**config.mk**
```make
export PLATFORM = sky130hd
export DESIGN_NAME = morse_code_matcher
export DESIGN_NICKNAME = d
export VERILOG_FILES = /design/src/rtl/morse_code_matcher.sv
export SDC_FILE = /design/constraint.sdc
export NUM_CORES = 1
export LEC_CHECK = 0
export CORE_MARGIN = 2
export CORE_UTILIZATION = 57
export DETAILED_ROUTE_END_ITERATION = 8
export PLACE_DENSITY = 0.78
export SLEW_MARGIN = 15
export SYNTH_ARGS = -nofsm -noshare
export SYNTH_HDL_FRONTEND = slang
export SYNTH_SLANG_ARGS = --single-unit
```
**constraint.sdc**
```tcl
create_clock -name clock -period 3.3 [get_ports clock]
set_clock_uncertainty 0.15 [all_clocks]
set_input_delay 0.66 -clock clock [delete_from_list [all_inputs] [get_ports clock]]
set_output_delay 0.66 -clock clock [all_outputs]
set_load 0.005 [all_outputs]
```
**src/rtl/morse_code_matcher.sv**
```systemverilog
// morse_code_matcher
//   Checks player 2's stream of decoded dot/line pulses against a secret code
//   of up to MAX_SYMBOLS symbols latched from player 1. A round has a limited
//   number of lives, an inter-symbol timeout, and detection of overflow and
//   premature done. The round ends in a WIN or LOSE state.
//
//   Symbol encoding: NONE=00, DOT=01, LINE=11, 10 reserved (acts as terminator).
//
// Ports
//   clock       in   system clock, rising edge
//   resetn      in   asynchronous active-low reset
//   start       in   pulse: latch secret, begin a round (ignored if code empty)
//   secret      in   player-1 code, symbol 0 in the MSBs
//   ld_dot      in   pulse: dot entered
//   ld_line     in   pulse: line entered
//   done_input  in   pulse: player 2 claims entry complete
//   correct     out  pulse: symbol matched
//   wrong       out  pulse: miss (mismatch, overflow, premature done, timeout)
//   complete    out  level: WIN state
//   failed      out  level: LOSE state
//   busy        out  level: GUESS state
//   lives       out  remaining lives
//   progress    out  symbols matched in the current attempt
//   q           out  guess shift register, newest symbol in the LSBs
//
// Valid/ready: there is no back-pressure. Every input pulse is consumed on the
// clock edge that samples it, and the registered response is visible right
// after that same edge.
module morse_code_matcher #(
   parameter int MAX_SYMBOLS    = 5,
   parameter int MAX_LIVES      = 3,
   parameter int TIMEOUT_CYCLES = 50000000,
   localparam int LW = $clog2(MAX_LIVES + 1),
   localparam int PW = $clog2(MAX_SYMBOLS + 1),
   localparam int W  = 2 * MAX_SYMBOLS
) (
   input  logic          clock,
   input  logic          resetn,
   input  logic          start,
   input  logic [W-1:0]  secret,
   input  logic          ld_dot,
   input  logic          ld_line,
   input  logic          done_input,
   output logic          correct,
   output logic          wrong,
   output logic          complete,
   output logic          failed,
   output logic          busy,
   output logic [LW-1:0] lives,
   output logic [PW-1:0] progress,
   output logic [W-1:0]  q
);

   // The timer never exceeds TIMEOUT_CYCLES-1, so $clog2(TIMEOUT_CYCLES) bits are enough.
   localparam int TW = (TIMEOUT_CYCLES > 1) ? $clog2(TIMEOUT_CYCLES) : 1;
   localparam logic [TW-1:0] TMAX = TW'((TIMEOUT_CYCLES > 0) ? TIMEOUT_CYCLES - 1 : 0);

   typedef enum logic [1:0] {IDLE, GUESS, WIN, LOSE} state_t;

   state_t         state_q, state_d;
   logic [LW-1:0]  lives_q, lives_d;
   logic [PW-1:0]  progress_q, progress_d;
   logic [PW-1:0]  len_q, len_d;
   logic [W-1:0]   q_q, q_d;
   logic [W-1:0]   secret_q, secret_d;
   logic [TW-1:0]  timer_q, timer_d;
   logic           correct_q, correct_d;
   logic           wrong_q, wrong_d;
   logic           complete_q, complete_d;
   logic           failed_q, failed_d;
   logic           busy_q, busy_d;

   logic [PW-1:0]  start_len;
   logic [1:0]     exp_sym;
   logic [1:0]     sym;
   logic           miss;

   // Code length = count of leading DOT/LINE symbols. It stops at the first NONE or reserved symbol.
   always_comb begin
      logic stop;
      logic [1:0] s;
      start_len = '0;
      stop      = 1'b0;
      for (int i = 0; i < MAX_SYMBOLS; i++) begin
         s = secret[2*(MAX_SYMBOLS-1-i) +: 2];
         if (!stop && s[0]) start_len = start_len + 1'b1;
         else stop = 1'b1;
      end
   end

   // Secret symbol at index progress_q. Zero when progress is past the end.
   always_comb begin
      exp_sym = 2'b00;
      for (int i = 0; i < MAX_SYMBOLS; i++) begin
         if (progress_q == PW'(i)) exp_sym = secret_q[2*(MAX_SYMBOLS-1-i) +: 2];
      end
   end

   always_comb begin
      state_d    = state_q;
      lives_d    = lives_q;
      progress_d = progress_q;
      len_d      = len_q;
      q_d        = q_q;
      secret_d   = secret_q;
      timer_d    = timer_q;
      correct_d  = 1'b0;
      wrong_d    = 1'b0;
      miss       = 1'b0;
      sym        = ld_dot ? 2'b01 : 2'b11;

      if (start && (start_len != '0)) begin
         state_d    = GUESS;
         secret_d   = secret;
         len_d      = start_len;
         lives_d    = LW'(MAX_LIVES);
         progress_d = '0;
         q_d        = '0;
         timer_d    = '0;
      end else if (state_q == GUESS) begin
         if (ld_dot && ld_line) begin
            miss = 1'b1;
         end else if (ld_dot || ld_line) begin
            q_d     = {q_q[W-3:0], sym};
            timer_d = '0;
            if ((progress_q < len_q) && (sym == exp_sym)) begin
               progress_d = progress_q + 1'b1;
               correct_d  = 1'b1;
            end else begin
               miss = 1'b1;
            end
         end else if (done_input) begin
            timer_d = '0;
            if (progress_q == len_q) state_d = WIN;
            else                     miss    = 1'b1;
         end else if (TIMEOUT_CYCLES > 0) begin
            if (timer_q == TMAX) miss    = 1'b1;
            else                 timer_d = timer_q + 1'b1;
         end

         if (miss) begin
            wrong_d = 1'b1;
            lives_d = lives_q - 1'b1;
            if (lives_q == LW'(1)) begin
               state_d = LOSE;
            end else begin
               // The attempt restarts from symbol 0.
               progress_d = '0;
               q_d        = '0;
               timer_d    = '0;
            end
         end
      end

      complete_d = (state_d == WIN);
      failed_d   = (state_d == LOSE);
      busy_d     = (state_d == GUESS);
   end

   always_ff @(posedge clock or negedge resetn) begin
      if (!resetn) begin
         state_q    <= IDLE;
         lives_q    <= LW'(MAX_LIVES);
         progress_q <= '0;
         len_q      <= '0;
         q_q        <= '0;
         secret_q   <= '0;
         timer_q    <= '0;
         correct_q  <= 1'b0;
         wrong_q    <= 1'b0;
         complete_q <= 1'b0;
         failed_q   <= 1'b0;
         busy_q     <= 1'b0;
      end else begin
         state_q    <= state_d;
         lives_q    <= lives_d;
         progress_q <= progress_d;
         len_q      <= len_d;
         q_q        <= q_d;
         secret_q   <= secret_d;
         timer_q    <= timer_d;
         correct_q  <= correct_d;
         wrong_q    <= wrong_d;
         complete_q <= complete_d;
         failed_q   <= failed_d;
         busy_q     <= busy_d;
      end
   end

   assign correct  = correct_q;
   assign wrong    = wrong_q;
   assign complete = complete_q;
   assign failed   = failed_q;
   assign busy     = busy_q;
   assign lives    = lives_q;
   assign progress = progress_q;
   assign q        = q_q;

endmodule

```
* Yosys cells after proc, flatten, opt, wreduce, memory -nomap -nowiden
Cells that the tools add are included.
W data, S select, Z words.
** Storage, ports and cells
- Word-level logic and storage cells :: 111
- Memory bits (writable) :: 0
- Flip-flop bits (word level) :: 61
- Memories :: 0
- Bits in read-only memories :: 0
- Bits in latches :: 0
- Bits of input ports :: 16
** Operators by class
- Multiply operators :: 0
- Bitwise logic cells :: 0
- Shifts and indexed selects :: 0
- Multiplexer cells :: 63
- Reductions and logical operators :: 16
- Order comparisons :: 1
- Equal/unequal tests :: 12
- Add/sub/neg operators :: 7
- Div/mod/pow operators :: 0
** Operator list (number)
- $mux W26 :: 8
- $mux W10 :: 6
- $mux W2 :: 18
- $mux W3 :: 10
- $add A26 B1 Y26 const B :: 1
- $eq A26 B26 Y1 const B :: 1
- $mux W1 :: 21
- $add A3 B1 Y3 const B :: 4
- $logic_and A1 B1 Y1 :: 7
- $eq A2 B1 Y1 const B :: 3
- $eq A3 B2 Y1 const B :: 2
- $eq A2 B2 Y1 const B :: 2
- $reduce_bool A2 Y1 :: 2
- $eq A3 B1 Y1 const B :: 1
- $eq A3 B3 Y1 :: 1
- $eq A3 B3 Y1 const B :: 1
- $logic_not A1 Y1 :: 3
- $logic_not A3 Y1 :: 1
- $lt A3 B3 Y1 :: 1
- $reduce_bool A3 Y1 :: 1
- $add A1 B1 Y2 const B :: 1
- $eq A2 B2 Y1 :: 1
- $reduce_and A2 Y1 :: 1
- $sub A2 B1 Y2 const B :: 1
- $logic_or A1 B1 Y1 :: 1

* Depth between registers and ports, before layout
Gate-level depths: netlist (run 1).
- Depth in word-level cells :: 18
- Gate-level depth with buffers :: 13
- Mapped depth without buffers :: 12

* Least setup slack after synthesis (run 1)
No wires, ideal clock.
- Kind :: in2reg
- Start :: input port secret[8]
- End :: register q_q[8], in the netlist q[8]
- Data arrival time :: 2.928 ns
- Data required time :: 3.085 ns
- Slack :: 0.156 ns
- Stages :: 11
- Setup time :: 0.065 ns
- Cell sequence :: and2_1 ha_1 o21a_1 ha_1 nand2b_1 o22a_1 o311ai_4 inv_1 a31oi_2 o21a_2 a22o_1
** Between the ends
- Longest elaborated chain between the ends :: 14
** Ends and longest elaborated chain
- from (decl) :: line 40 : input logic [W-1:0] secret,
- parallel branches: the longest is 10 deep, another holds $add A3 B1 Y3
- $mux W3 (*) :: line 86 : if (!stop && s[0]) start_len = start_len + 1'b1;
- $reduce_bool A3 Y1 (*) :: line 112 : if (start && (start_len != '0)) begin
- $logic_and A1 B1 Y1 (*) :: line 112
- $mux W10 / $reduce_bool A2 Y1 (equally long branches)
- to (signal assigned) :: line 179 : q_q <= q_d;
- to (decl) :: line 64 : logic [W-1:0] q_q, q_d;
Mark *: on every way between the ends.
A chain may end at the register's enable or synchronous reset.

* Worst setup path in the final report (run 1)
- Start :: input port secret[8]
- End :: register timer_q[17]
** Between the ends
- Longest elaborated chain between the ends :: 14
** Ends and longest elaborated chain
- parallel branches: the longest is 10 deep, another holds $add A3 B1 Y3
- $mux W3 (*) :: line 86
- $reduce_bool A3 Y1 (*) :: line 112
- $logic_and A1 B1 Y1 (*) :: line 112
- $mux W26 / $reduce_bool A2 Y1 (equally long branches)
- to (signal assigned) :: line 181 : timer_q <= timer_d;
- to (decl) :: line 66 : logic [TW-1:0] timer_q, timer_d;
Marks and branches as above.

==> metrics.cfg, run 1 <==
[sta]
slew_violations = 0
period_share_pct = 96.3
fin_tns_setup_ns = 0
min_cycle_time_layout_ns = 3.18
report.final.hold_viol_count = 0
setup_viol_count_final = 0
rsz_0062_raised_after_global_routing = false
slew-limit-headroom_pct = 49.6
max_frequency_mhz = 315
worst_slew_pin_slew_ns = 0.756
final.setup.worst_slack_ns = 0.121
final.hold.worst_slack_ns = 0.315

[setup_path]
timing.critical_path.mode_cell = sky130_fd_sc_hd__ha_1
setup.reg_to_reg.worst_slack_ns = 0.46
cp-startpoint = secret[8]
worst_setup_path_endpoint = timer_q[17]$_DFFE_PN0P_
crit_required_ns = 3.40
timing.critical_path.to_type = register
r2r.worst_path.cells = 10
cp_slowest_cell = sky130_fd_sc_hd__o311ai_4
worstPathMaxFanout = 6
worst_path_cell_chain = dlygate4sd2_1 > and2_4 > ha_1 > o21a_1 > ha_1 > nand2b_4 > o22a_1 > o311ai_4 > nand2_2 > a21oi_4 > buf_6 > nand2_1 > o311ai_2
worst_r2r_src = progress[1]$_DFFE_PN0P_
timing.critical_path.slowest_cell_delay_ns = 0.31
crit_type = input port to register
r2r_end = timer_q[13]$_DFFE_PN0P_
start_kind = input port
worstPathArrival_ns = 3.28

[floorplan]
placementRows = 29
ioPinCount = 36
die_width_um = 83.7
fp.dieArea_mm2 = 0.00701
die_height_um = 83.7
core_area_mm2 = 0.00624
floorplan.initialDensity_pct = 58.0

[synthesis]
postSynth.asyncResetShare_pct = 100
synth_nets = 416
yosysSeqAreaShare_pct = 42.2
ys.flop_type = sky130_fd_sc_hd__dfrtp_1
ys_types = 71
netlist_top_cells_area = sky130_fd_sc_hd__dfrtp_1 (41%), sky130_fd_sc_hd__a22o_1 (7.3%), sky130_fd_sc_hd__nand2_1 (6.1%)
synth_area_leader = sky130_fd_sc_hd__dfrtp_1
fraction_of_synthesized_cell_area_taken_by_the_top_area_cell_type_pct = 40.8
count_of_flip_flops_with_a_built_in_enable_after_synthesis = 0
avgSynthCellArea_um2 = 9.33
yosysWarningCount = 0
syn-instance-count = 388
synth_seq_cells = 61
netlist_area_mm2 = 0.00362

[placement]
finalWeightedCongestion = 0.864
place_area_mm2 = 0.00419
dp_slack_ns = -0.568
place.detailed.instances = 512
place.port_buffers = 35
dp.final_hpwl_um = 5920

[layout]
stdcell_count = 531
finalInstanceArea_mm2 = 0.00443
layout.filler_cells = 480
layout_cell_share_with_drive_strength_beyond_1_pct = 17.6
multi_input_comb_area_mm2 = 0.00195
insertedDiodeCount = 0
flow.area_growth_from_synthesis_pct = 22.4
nNetsFinal = 477
ff_latch_area_mm2 = 0.00153
postLayoutCoreUtil_pct = 71.0

[cts]
cts-root-to-sink-buffers = 2
clk_root_buffer_cell = sky130_fd_sc_hd__clkbuf_8
cts.clk_slew.worst_paths_ns = 0.07
tritoncts.num_buffers = 9
cts_htree_levels = 3
clkSinkCount = 61
clock_latency_on_the_worst_skew_pair_ns = 0.35
cts_tree = done

[pwr]
power_per_cell_area_mw_per_mm2 = 572
power_mw = 2.54
total_leakage_power_nw = 1.98
max-vdd-ir-drop_mv = 0.396

[detailed_routing]
post-route-drc-count = 0
drt_first_iter_violations = 250
drt-pass1-iter-count = 5
drt_wl_total_um = 8840
detail_route.vias_per_cell = 6.24
postRouteAntennaNets = 0
route.vias.total = 3316
routedWlPerCell_um = 16.7

[worst_hold_path]
hold_path.class = input port to asynchronous set/reset pin

[status]
run_status = complete, no violations

[grt]
grt_pass1_vias = 3220
number_of_antenna_violations_at_the_first_check_in_global_routing = 0
first_pass_grt_wire_length_um = 15000
grt_max_degree = 62
grt.overflow.total = 0
grt_util_all_layers_pct = 26.4

[job]
timing.max_cap.violations = 0

Yosys cell counts (5+ instances only):
library cell	count
sky130_fd_sc_hd__nor3_1	7
sky130_fd_sc_hd__nand2b_1	5
sky130_fd_sc_hd__o21ai_0	25
sky130_fd_sc_hd__nand2_1	59
sky130_fd_sc_hd__clkbuf_1	12
sky130_fd_sc_hd__nand3_1	20
sky130_fd_sc_hd__nor2_1	16
sky130_fd_sc_hd__and3_1	8
sky130_fd_sc_hd__a21oi_1	17
sky130_fd_sc_hd__inv_1	15
sky130_fd_sc_hd__a31oi_1	11
sky130_fd_sc_hd__o31ai_1	5
sky130_fd_sc_hd__nand4_1	7
sky130_fd_sc_hd__dfrtp_1	59
sky130_fd_sc_hd__ha_1	12
sky130_fd_sc_hd__a22o_1	30
worst min-delay path by stage:
stage                               to  depth (start not counted)
2_1_floorplan           busy$_DFF_PN0_                          0
5_1_grt        secret_q[8]$_DFFE_PN0N_                          1
4_1_cts        secret_q[8]$_DFFE_PN0N_                          1
3_5_place_dp   secret_q[8]$_DFFE_PN0N_                          1
3_3_place_gp   secret_q[8]$_DFFE_PN0N_                          1
6_report              q[4]$_DFFE_PN0P_                          2
final cells by class:
| type | count | area share [%] |
|---|---|---|
| multi-input cells | 293 | 43.9 |
| flip-flops and latches | 61 | 34.5 |
| repair buffers | 69 | 13.8 |
| clock buffers | 10 | 2.88 |
| well taps | 77 | 2.17 |
| clock inverters | 6 | 1.44 |
| inverters | 15 | 1.27 |
critical path: cells and delay by family:
kind	cells	cell delay, ns
AO/OA/AOI/OAI	5	1.15
adder cells (fa/ha/maj)	2	0.57
AND/OR/NAND/NOR	4	0.50
buffers and inverters	2	0.41
logic make-up (layout without fill, tap and decap cells):
family,count (synthesis),after routing,share of synthesized area (%)
xor+xnor,5,5,1.21
simple gates,150,150,20.9
buf+inv,34,100,4.84
mux,5,5,1.52
fa+ha+maj,13,13,4.42
compound gates,120,120,24.9
flops,61,61,42.2
what timing repair did:
| item | CTS | global route |
|---|---|---|
| gates resized for setup | 11 | 1 |
| buffers inserted | 2 | 1 |
| pin swaps | 6 | 1 |
| setup endpoints to repair | 41 | 10 |
| hold buffers | 0 | 0 |
state kept, by name, indices dropped and copies added (netlist names):
register  flops
timer_q      26
wrong         1
q            10
correct       1
complete      1
lives         2
len_q         3
busy          1
state_q       2
progress      3
failed        1
secret_q     10
power breakdown:
group	total, mW	leakage (nW)	internal, mW	switching, mW
Sequential	0.916	0.806	0.844	0.0717
Combinational	0.960	1.08	0.467	0.493
Clock	0.659	0.0923	0.347	0.312
Total	2.54	1.98	1.66	0.877
placed cells by master (no fill, tap or decap), types with 3 or more instances in the layout:
cell type,n
sky130_fd_sc_hd__a21oi_1,16
sky130_fd_sc_hd__a22o_1,30
sky130_fd_sc_hd__a31oi_1,11
sky130_fd_sc_hd__and2_1,3
sky130_fd_sc_hd__and3_1,8
sky130_fd_sc_hd__and4_1,3
sky130_fd_sc_hd__buf_4,32
sky130_fd_sc_hd__clkbuf_8,9
sky130_fd_sc_hd__clkdlybuf4s50_1,31
sky130_fd_sc_hd__dfrtp_1,59
sky130_fd_sc_hd__dlygate4sd2_1,3
sky130_fd_sc_hd__ha_1,12
sky130_fd_sc_hd__inv_1,13
sky130_fd_sc_hd__mux2_2,4
sky130_fd_sc_hd__nand2_1,58
sky130_fd_sc_hd__nand2b_1,4
sky130_fd_sc_hd__nand3_1,20
sky130_fd_sc_hd__nand4_1,7
sky130_fd_sc_hd__nor2_1,16
sky130_fd_sc_hd__nor2b_1,3
sky130_fd_sc_hd__nor3_1,6
sky130_fd_sc_hd__o21ai_0,25
sky130_fd_sc_hd__o31ai_1,5
sky130_fd_sc_hd__xor2_1,4
routing by layer:
metal / vias up / track usage, % / wire length (um) / share of wire [%]
met1: 1609 / 35.7 / 3850 / 44
li1: 1561 / - / - / -
met5: - / 0 / 0 / 0
met4: 0 / 10.7 / 140 / 1.6
met2: 132 / 41.7 / 4290 / 48
met3: 14 / 5.54 / 560 / 6.3
Power figures use the tool's default switching activity.
==> run 2, diff against run 1 <==
==> constraint.sdc (replaced) <==
create_clock -name clock -period 3.3 [get_ports clock]
set_clock_uncertainty 0.15 [all_clocks]
set_input_delay 0.66 -clock clock [delete_from_list [all_inputs] [get_ports clock]]
set_output_delay 0.66 -clock clock [all_outputs]
set_load 0.1 [all_outputs]
==> metrics.cfg, run 2 (synthesized netlist as in run 1, its figures left out) <==
[sta]
rsz_0062_raised_after_global_routing = false
final.setup.worst_slack_ns = 0.161  ; +0.0402 ns
period_share_pct = 95.1  ; -1.2 points
slew-limit-headroom_pct = 48.9  ; -0.73 points
max_frequency_mhz = 319  ; +1.3%
final.hold.worst_slack_ns = 0.302  ; -0.0128 ns
report.final.hold_viol_count = 0  ; unchanged
min_cycle_time_layout_ns = 3.14  ; -0.0402 ns
setup_viol_count_final = 0  ; unchanged
worst_slew_pin_slew_ns = 0.767  ; +0.0109 ns
slew_violations = 0  ; unchanged

[placement]
place.detailed.instances = 510  ; -0.39%
place_area_mm2 = 0.00412  ; -1.8%
finalWeightedCongestion = 0.848  ; -1.9%
place.port_buffers = 35  ; unchanged
dp.final_hpwl_um = 5980  ; +0.95%
dp_slack_ns = -0.539  ; +0.0283 ns

[detailed_routing]
routedWlPerCell_um = 16.0  ; -4.2%
drt_first_iter_violations = 313  ; +25%
post-route-drc-count = 0  ; unchanged
route.vias.total = 3223  ; -2.8%
drt-pass1-iter-count = 4  ; -1
drt_wl_total_um = 8410  ; -4.9%
detail_route.vias_per_cell = 6.12  ; -2.1%
postRouteAntennaNets = 0  ; unchanged

[setup_path]
setup.reg_to_reg.worst_slack_ns = 0.46  ; about the same
worst_r2r_src = progress[1]$_DFFE_PN0P_
timing.critical_path.mode_cell = sky130_fd_sc_hd__ha_1
timing.critical_path.to_type = register
worstPathArrival_ns = 3.27  ; about the same
start_kind = input port
cp_slowest_cell = sky130_fd_sc_hd__o311ai_4
critical-path-top-delay-family = compound AO/OA/AOI/OAI gates
timing.critical_path.slowest_cell_delay_ns = 0.31  ; about the same
r2r.worst_path.cells = 9  ; -1
worst_path_cell_chain = dlygate4sd2_1 > and2_4 > ha_1 > o21a_1 > ha_1 > nand2b_4 > o22a_1 > o311ai_4 > nand2_2 > a21oi_4 > buf_6 > buf_4 > a31oi_1 > nor2_1
worst-path-buf-inv = 3  ; +1
crit_type = input port to register
r2r_end = progress[0]$_DFFE_PN0P_
worstPathMaxFanout = 6  ; unchanged
crit_required_ns = 3.43  ; +0.03 ns

[layout]
flip_flop_count_of_the_largest_register_after_layout = 26  ; unchanged
register_containing_the_most_flip_flops_in_the_final_layout = timer_q
finalInstanceArea_mm2 = 0.00435  ; -2.0%
layout_common_cells = sky130_fd_sc_hd__nand2_1 (58), sky130_fd_sc_hd__dfrtp_1 (58), sky130_fd_sc_hd__buf_4 (48)
insertedDiodeCount = 0  ; unchanged
nNetsFinal = 473  ; -0.84%
flow.area_growth_from_synthesis_pct = 20.0
layout.filler_cells = 510  ; +6.3%
multi_input_comb_area_mm2 = 0.00194  ; -0.39%
stdcell_count = 527  ; -0.75%
ff_latch_area_mm2 = 0.00153  ; about the same
layout_cell_share_with_drive_strength_beyond_1_pct = 21.3  ; +3.7 points

[grt]
met3_usage_pct = 5.93  ; +0.40 points
grt_util_all_layers_pct = 25.3  ; -1.2 points
first_pass_grt_wire_length_um = 14400  ; -3.6%
grt_util_met2_pct = 40.3  ; -1.5 points
grt_max_degree = 62  ; unchanged
globalRouteMet1Util_pct = 33.4  ; -2.3 points
number_of_antenna_violations_at_the_first_check_in_global_routing = 0  ; unchanged
gr-max-usage-layer = met2
grt_pass1_vias = 3147  ; -2.3%
grt.overflow.total = 0  ; unchanged

[pwr]
max-vdd-ir-drop_mv = 0.702  ; +77%
power_mw = 2.88  ; +14%
power_per_cell_area_mw_per_mm2 = 663  ; +16%
total_leakage_power_nw = 1.99  ; +0.49%

[floorplan]
die_width_um = 83.7  ; unchanged
floorplan.initialDensity_pct = 58.0  ; unchanged
fp.dieArea_mm2 = 0.00701  ; unchanged
core_area_mm2 = 0.00624  ; unchanged
placementRows = 29  ; unchanged
die_height_um = 83.7  ; unchanged
ioPinCount = 36  ; unchanged

[cts]
cts_tree = done
cts_htree_levels = 3  ; unchanged
cts.clk_slew.worst_paths_ns = 0.07  ; about the same
clk_root_buffer_cell = sky130_fd_sc_hd__clkbuf_8
clock_latency_on_the_worst_skew_pair_ns = 0.35  ; about the same
cts-hold-fix-buffers = 0  ; unchanged
tritoncts.num_buffers = 9  ; unchanged
clkSinkCount = 61  ; unchanged
cts-root-to-sink-buffers = 2  ; unchanged

[worst_hold_path]
hold_path.class = input port to asynchronous set/reset pin

[status]
run_status = complete, no violations

[job]
timing.max_cap.violations = 0  ; unchanged

## run 2: layout make-up
cell class	instances	area share, %
flip-flops and latches	61	35.2
well taps	77	2.22
inverters	15	1.30
multi-input cells	293	44.6
clock inverters	7	1.73
clock buffers	9	2.85
repair buffers	65	12.1
## run 2: worst max path at each step
stage / startpoint / to / slack [ns] / cells past startpoint
after global placement: secret[4] / timer_q[17]$_DFFE_PN0P_ / -0.43 / 14
final: secret[8] / timer_q[25]$_DFFE_PN0P_ / 0.16 / 14
after floorplan: progress[1]$_DFFE_PN0P_ / q[3]$_DFFE_PN0P_ / 0.05 / 9
after detailed placement: secret[8] / timer_q[17]$_DFFE_PN0P_ / -0.54 / 14
after CTS: secret[8] / timer_q[17]$_DFFE_PN0P_ / 0.03 / 13
after global routing: secret[8] / timer_q[25]$_DFFE_PN0P_ / 0.02 / 14
## run 2: per-layer routing
metal / vias up / share of wire [%]
met1: 1546 / 45
met4: 0 / 2.2
met5: - / 0
li1: 1552 / -
met3: 19 / 6.1
met2: 106 / 47
## run 2: power by group
group          total [mW]  internal (mW)  switching (mW)  leakage (nW)
sequential          0.915          0.845          0.0699         0.804
combinational        1.30          0.415           0.881          1.09
clock               0.668          0.350           0.317        0.0918
## run 2: what timing repair did
| action | CTS | global route |
|---|---|---|
| pin swaps | 4 | 7 |
| setup endpoints to repair | 41 | 36 |
| resized for setup | 10 | 2 |
| buffers inserted | 1 | 0 |
## run 2: per-stage QoR
step,TNS [ns],utilization [%]
floorplan,0,-
global placement,-17.96,66.0
detailed placement,-21.63,66.0
CTS,0,69.5
global route,0,69.6
finish,0,69.6
